==> config.mk <==
export PLATFORM = sky130hd
export DESIGN_NAME = regfile_wport_arbiter
export DESIGN_NICKNAME = d
export VERILOG_FILES = /design/src/rtl/regfile_wport_arbiter.sv
export SDC_FILE = /design/constraint.sdc
export NUM_CORES = 1
export LEC_CHECK = 0
export CORE_ASPECT_RATIO = 0.5
export CORE_UTILIZATION = 57
export DETAILED_ROUTE_END_ITERATION = 8
export DONT_BUFFER_PORTS = 1
export PLACE_DENSITY = 0.75
export SLEW_MARGIN = 20
export SYNTH_ARGS = -nofsm -noshare
export SYNTH_HDL_FRONTEND = slang
export SYNTH_SLANG_ARGS = --single-unit
==> constraint.sdc <==
create_clock -name clk -period 3 [get_ports clk]
set_input_delay 0.9 -clock clk [delete_from_list [all_inputs] [get_ports clk]]
set_output_delay 0.9 -clock clk [all_outputs]
set_load 0.05 [all_outputs]
==> src/rtl/regfile_wport_arbiter.sv <==
// -----------------------------------------------------------------------------
// regfile_wport_arbiter
//   Shares the single register-file write port between pipeline writeback (WB),
//   buffered load returns (LD) and debug host writes (DBG).
//
//   Handshakes:
//     LD  : valid/ready. A transfer happens in a cycle where ld_valid=1 and
//           ld_ready=1. ld_ready depends only on FIFO occupancy (not on
//           ld_valid). While full, ld_valid is ignored and the source holds.
//     DBG : four-phase level handshake. Host raises dbg_req with stable
//           addr/data, waits for dbg_ack=1, drops dbg_req, then waits for
//           dbg_ack=0 before raising again.
//     WB  : never back-pressured, but the core must keep wb_we=0 in any cycle
//           where core_stall=1.
//
//   Ports:
//     clk, rst                 clock, asynchronous active-low reset
//     wb_we/wb_addr/wb_data    writeback request (highest priority)
//     ld_valid/ld_ready/...    load-return push into the FIFO
//     dbg_req/dbg_ack/...      debug write handshake
//     rd_addr1/2, pend1/2      decoder source lookup against queued loads
//     core_stall               one-cycle starvation stall (registered)
//     rf_we/rf_addrw/rf_wdata  register-file write port (registered)
//     fifo_count               load FIFO occupancy
//     dbg_state                current debug FSM state (for observation)
// -----------------------------------------------------------------------------
module regfile_wport_arbiter #(
   parameter int FIFO_DEPTH   = 4,
   parameter int STARVE_LIMIT = 8
) (
   input  logic                        clk,
   input  logic                        rst,
   input  logic                        wb_we,
   input  logic [4:0]                  wb_addr,
   input  logic [31:0]                 wb_data,
   input  logic                        ld_valid,
   output logic                        ld_ready,
   input  logic [4:0]                  ld_addr,
   input  logic [31:0]                 ld_data,
   input  logic                        dbg_req,
   input  logic [4:0]                  dbg_addr,
   input  logic [31:0]                 dbg_wdata,
   output logic                        dbg_ack,
   input  logic [4:0]                  rd_addr1,
   input  logic [4:0]                  rd_addr2,
   output logic                        pend1,
   output logic                        pend2,
   output logic                        core_stall,
   output logic                        rf_we,
   output logic [4:0]                  rf_addrw,
   output logic [31:0]                 rf_wdata,
   output logic [$clog2(FIFO_DEPTH):0] fifo_count,
   output logic [1:0]                  dbg_state
);

   localparam int AW = $clog2(FIFO_DEPTH);
   localparam int CW = AW + 1;
   localparam int SW = $clog2(STARVE_LIMIT + 1);
   localparam logic [SW-1:0] STARVE_LAST = SW'(STARVE_LIMIT - 1);

   typedef enum logic [1:0] {
      D_IDLE = 2'd0,
      D_WAIT = 2'd1,
      D_ACK  = 2'd2
   } dbg_state_t;

   // r0, r1 and r31 are hard-wired in the register file.
   function automatic logic is_prot(input logic [4:0] a);
      return (a == 5'd0) || (a == 5'd1) || (a == 5'd31);
   endfunction

   logic [4:0]            q_addr [FIFO_DEPTH];
   logic [31:0]           q_data [FIFO_DEPTH];
   logic [FIFO_DEPTH-1:0] q_live;
   logic [AW-1:0]         rd_ptr, wr_ptr;
   logic [CW-1:0]         count;

   dbg_state_t  d_state, d_state_nx;
   logic [4:0]  d_addr;
   logic [31:0] d_data;
   logic        rr_dbg;          // 1: DBG wins the next LD/DBG contention
   logic [SW-1:0] starve_cnt;

   logic fifo_ne, d_wait, push, starve_inc;
   logic grant_ld, grant_dbg;
   logic wb_write, ld_write, dbg_write;

   assign fifo_ne    = (count != '0);
   assign d_wait     = (d_state == D_WAIT);
   assign ld_ready   = (count != CW'(FIFO_DEPTH));
   assign push       = ld_valid && ld_ready;
   assign starve_inc = wb_we && (fifo_ne || d_wait);
   assign fifo_count = count;
   assign dbg_ack    = (d_state == D_ACK);
   assign dbg_state  = d_state;

   // Grant: WB first, then round-robin between LD and DBG when both wait.
   // A push into an empty FIFO is not visible to fifo_ne until next cycle.
   always_comb begin
      grant_ld  = 1'b0;
      grant_dbg = 1'b0;
      if (!wb_we) begin
         if (fifo_ne && d_wait) begin
            if (rr_dbg) grant_dbg = 1'b1;
            else        grant_ld  = 1'b1;
         end else if (fifo_ne) begin
            grant_ld = 1'b1;
         end else if (d_wait) begin
            grant_dbg = 1'b1;
         end
      end
   end

   // Killed or protected entries are still consumed, just without a write.
   assign wb_write  = wb_we && !is_prot(wb_addr);
   assign ld_write  = grant_ld && q_live[rd_ptr] && !is_prot(q_addr[rd_ptr]);
   assign dbg_write = grant_dbg && !is_prot(d_addr);

   // FIFO storage; needs no reset since only entries inside count are read.
   // WB to X kills matching entries, including the one pushed this cycle.
   always_ff @(posedge clk) begin
      if (wb_we) begin
         for (int i = 0; i < FIFO_DEPTH; i++) begin
            if (q_addr[i] == wb_addr) q_live[i] <= 1'b0;
         end
      end
      if (push) begin
         q_addr[wr_ptr] <= ld_addr;
         q_data[wr_ptr] <= ld_data;
         q_live[wr_ptr] <= !(wb_we && (ld_addr == wb_addr));
      end
   end

   always_ff @(posedge clk or negedge rst) begin
      if (!rst) begin
         rd_ptr <= '0;
         wr_ptr <= '0;
         count  <= '0;
      end else begin
         if (push)     wr_ptr <= wr_ptr + 1'b1;
         if (grant_ld) rd_ptr <= rd_ptr + 1'b1;
         case ({push, grant_ld})
            2'b10:   count <= count + 1'b1;
            2'b01:   count <= count - 1'b1;
            default: count <= count;
         endcase
      end
   end

   // Pending lookup over live entries between rd_ptr and rd_ptr+count-1.
   always_comb begin
      logic [AW-1:0] idx;
      idx   = '0;
      pend1 = 1'b0;
      pend2 = 1'b0;
      for (int i = 0; i < FIFO_DEPTH; i++) begin
         idx = rd_ptr + AW'(i);
         if ((CW'(i) < count) && q_live[idx]) begin
            if (q_addr[idx] == rd_addr1) pend1 = 1'b1;
            if (q_addr[idx] == rd_addr2) pend2 = 1'b1;
         end
      end
      if (is_prot(rd_addr1)) pend1 = 1'b0;
      if (is_prot(rd_addr2)) pend2 = 1'b0;
   end

   // Debug FSM
   always_comb begin
      d_state_nx = d_state;
      case (d_state)
         D_IDLE:  if (dbg_req)   d_state_nx = D_WAIT;
         D_WAIT:  if (grant_dbg) d_state_nx = D_ACK;
         D_ACK:   if (!dbg_req)  d_state_nx = D_IDLE;
         default: d_state_nx = D_IDLE;
      endcase
   end

   always_ff @(posedge clk or negedge rst) begin
      if (!rst) begin
         d_state <= D_IDLE;
         d_addr  <= '0;
         d_data  <= '0;
      end else begin
         d_state <= d_state_nx;
         if ((d_state == D_IDLE) && dbg_req) begin
            d_addr <= dbg_addr;
            d_data <= dbg_wdata;
         end
      end
   end

   // Round-robin pointer and starvation guard
   always_ff @(posedge clk or negedge rst) begin
      if (!rst) begin
         rr_dbg     <= 1'b0;
         starve_cnt <= '0;
         core_stall <= 1'b0;
      end else begin
         if (grant_ld || grant_dbg) rr_dbg <= ~rr_dbg;
         core_stall <= 1'b0;
         if (starve_inc) begin
            if (starve_cnt == STARVE_LAST) begin
               starve_cnt <= '0;
               core_stall <= 1'b1;
            end else begin
               starve_cnt <= starve_cnt + 1'b1;
            end
         end else begin
            starve_cnt <= '0;
         end
      end
   end

   // Write port register: one-cycle pulse, address/data zero when idle
   always_ff @(posedge clk or negedge rst) begin
      if (!rst) begin
         rf_we    <= 1'b0;
         rf_addrw <= '0;
         rf_wdata <= '0;
      end else if (wb_write) begin
         rf_we    <= 1'b1;
         rf_addrw <= wb_addr;
         rf_wdata <= wb_data;
      end else if (ld_write) begin
         rf_we    <= 1'b1;
         rf_addrw <= q_addr[rd_ptr];
         rf_wdata <= q_data[rd_ptr];
      end else if (dbg_write) begin
         rf_we    <= 1'b1;
         rf_addrw <= d_addr;
         rf_wdata <= d_data;
      end else begin
         rf_we    <= 1'b0;
         rf_addrw <= '0;
         rf_wdata <= '0;
      end
   end

endmodule
==> results by group <==
Min path
  • Min-Delay Path Class: in -> async

Synth
  • Sequential share of the synthesized area: 63.21%
  • Synth async-reset ratio: a little under two fifths
  • Mapped Area: between 10000 and 15000 µm²
  • Primary FF master, synth: edfxtp_1
  • Yosys warnings: 0
  • Post-Synthesis Cells: 719
  • Mean post-synth cell area: 14.91 µm²
  • Post-synth EDFFs: roughly 150
  • Yosys cell types: between 40 and 50
  • Post-Syn Nets: 855
  • Number of synthesized register bits: 242

Placement
  • DP Area: 11340 µm²
  • PortBufs: 0
  • RD Place Congestion: 0.9324
  • Post-placement cell count: 967
  • Pre-CTS setup slack: -66.84 ps
  • Hpwl dp: 16.10 mm

Timing
  • Final period utilization: 117.7%
  • Slew of the pin with the lowest slew margin: 673.0 ps
  • Setup violators final: 2
  • Max Clk Rate: between 200 and 300 MHz
  • Fin Setup TNS: -994.5 ps
  • RSZ-0062 raised after global routing: true
  • Hold Fails Final Rpt: 0
  • Min Clock Period, post-route: 3530 ps
  • Worst Clk Skew: 12.38 ps
  • Final WS setup: -529.8 ps
  • Final Max Tran Viols: 0
  • Max-slew headroom: 55.14%

Critical path
  • Critical R2R Launch: fifo_count[1]
  • CP Capture Type: output port
  • Reg2Reg Depth: 9
  • Crit-path max FO: 3
  • CP Data Required Time: around 2100 ps
  • CP Launch Type: register
  • CP Data Arrival Time: ~2600 ps
  • Reg2reg end: rf_wdata[23]
  • R2R Setup Slk: approximately 240 ps
  • Kind of critical path: reg -> out

Route
  • Via/cell ratio: 6.070
  • DRT Pass-1 Iters: 5
  • # DRC: 0
  • DR WL/cell: 23.07 µm
  • Iter 0 DRT Violations: around 330
  • Vias: 6137
  • Antenna Nets Post-Route: 0
  • Final wirelength: approximately 23 mm

Global route
  • Gr usage total: 24.54%
  • GR Util met2: 43.53%
  • Met3 usage: between 4 and 5%
  • Initial antenna violation count: 0
  • Busiest grt layer: met2
  • Global-route wire length before repair: about 36 mm
  • Number of global-route vias before repair: around 6500
  • Total gr overflow: 0
  • Met1 Use GR: 31.09%
  • Largest net degree at the start of global routing: 91

Die
  • Row Count: 35
  • IO Count: 174
  • Die H: about 99 µm
  • Total die area: about 19000 µm²
  • CORE AREA: 18390 µm²
  • Die width: 195.9 µm
  • Starting Density: 58.29%

Clock tree
  • CTS H-tree depth: 1
  • CTS tree: built
  • Clk root buf: clkbuf_16
  • CTS Buffer Depth: 3
  • Number of CTS-inserted buffers: 22
  • Clock sinks: 242
  • Cts hold-fix bufs: 0
  • Clk slew on worst S/H paths: 60 ps
  • Clock Latency Late Sink: 500 ps

Cells and area
  • Area Overhead vs Synth: 13.92%
  • Ant. Diodes: 0
  • Final std cells w/o fill: 1011
  • Register area: 6782 µm²
  • Core Util, Final: 66.40%
  • Fin nets: 891
  • Multi-input gate area: 3622 µm²
  • Layout cells sized above 1: between 20% and 30%
  • Fill count: around 1300
  • Fin area: 12210 µm²

Power
  • Power per cell area: 1116 nW/µm²
  • VDD IR max: 0.0005382 V
  • Leak Pwr: 4.657 nW

Run status
  • Violated checks: setup timing
  • Outcome: complete, but fails checks

Flow run
  • MaxCap Viol Count: 0
[worst max-delay path, cell delays in order (launching register included)]
cell       delay, ps
dfrtp_2          400
mux4_2           550
xor2_1           170
a2111oi_2        370
nand3_1          140
o31ai_2          200
o31a_2           180
buf_12           130
[stage by stage]
step                hold WS (ps)  total power (W)
CTS                        81.75          0.01369
global placement           452.3          0.01048
global route               78.01          0.01429
detailed placement         468.0          0.01061
finish                     95.91          0.01363
floorplan                  439.9         0.009183
[placed cells by master (no fill, tap or decap), types with 29 or more instances in the layout]
master and instances:
inv_1 41, mux4_2 39, xor2_1 44, buf_4 49, mux2_2 43, o21ai_0 42, dfrtp_1 88, xnor2_1 29
a22oi_1 34, edfxtp_1 148
[worst max-delay path by stage]
| stage | to | slack (ps) | start |
|---|---|---|---|
| floorplan | pend2 | -110 | rd_addr2[4] |
| global placement | pend2 | -20 | rd_ptr[1] |
| detailed placement | pend2 | -70 | rd_ptr[1] |
| CTS | pend2 | -510 | rd_ptr[0] |
| global route | pend2 | -620 | rd_ptr[0] |
| finish | pend2 | -530 | rd_ptr[1] |
[layer usage]
metal | vias to the layer above | routed length, µm | part of all wire, %
li1 | 2744 | - | -
met1 | 3192 | 9546 | 41
met2 | 160 | 11980 | 51
met3 | 41 | 1278 | 5.5
met4 | 0 | 519 | 2.2
met5 | - | 0 | 0
[registers in the layout, indices dropped and copies added, names as in the netlist]
signal,cells
core_stall,1
d_addr,5
d_data,32
dbg_state,2
fifo_count,3
q_addr,20
q_data,128
q_live,4
rd_ptr,2
rf_addrw,5
rf_wdata,32
rf_we,1
rr_dbg,1
starve_cnt,4
wr_ptr,2
[cell usage after synthesis, types with 3 or more instances]
library cell  instances  area [µm²]
edfxtp_1            148        4444
dfrtp_1              90        2252
inv_1                46       172.7
xor2_1               44       385.4
mux2_2               43       484.2
o21ai_0              42       210.2
mux4_2               39       878.3
a22oi_1              34       255.2
clkbuf_1             34       127.6
xnor2_1              30       262.8
mux2i_1              25       250.2
nand2_1              22       82.58
nand3_1              14       70.07
nor2_1               11       41.29
ha_1                 10       125.1
nor3_1               10       50.05
nor4_1               10       62.56
and3_1                7       43.79
a21oi_1               6       30.03
buf_2                 6       30.03
buf_6                 5       56.30
a31oi_1               4       25.02
dfxtp_1               4       80.08
nor2b_1               4       25.02
and2_1                3       18.77
[area by class of cell]
cell class | instances | share of cell area [%]
clock inverters | 9 | 1.035
repair buffers | 59 | 4.467
clock buffers | 31 | 5.286
well taps | 240 | 2.459
multi-input cells | 384 | 29.66
flip-flops and latches | 242 | 55.53
inverters | 46 | 1.567
[cells by family (layout without fill, tap and decap cells)]
family,count (synthesis),count (layout),synth area share [%]
buffers and inverters,93,145,3.828
xor gates and xnor gates,74,74,6.046
adders and majority gates,10,10,1.167
AOI/OAI and AO/OA,105,105,6.489
and+or+nand+nor,87,87,4.073
muxes,108,108,15.18
DFF,242,242,63.21
[repair_timing]
action,4_1_cts,5_1_grt
setup buffers,4,0
setup endpoints to repair,2,2
gates resized for setup,16,3
pin swaps,3,2
[power breakdown]
part	internal [W]	switching, W	total (W)	leakage (nW)
registers	0.00459	0.00145	0.00604	2.49
logic	0.00221	0.00245	0.00466	1.79
clock network	0.00176	0.00116	0.00293	0.381
total	0.00856	0.00507	0.0136	4.66
Note: power is estimated with default switching activity, not from simulation.
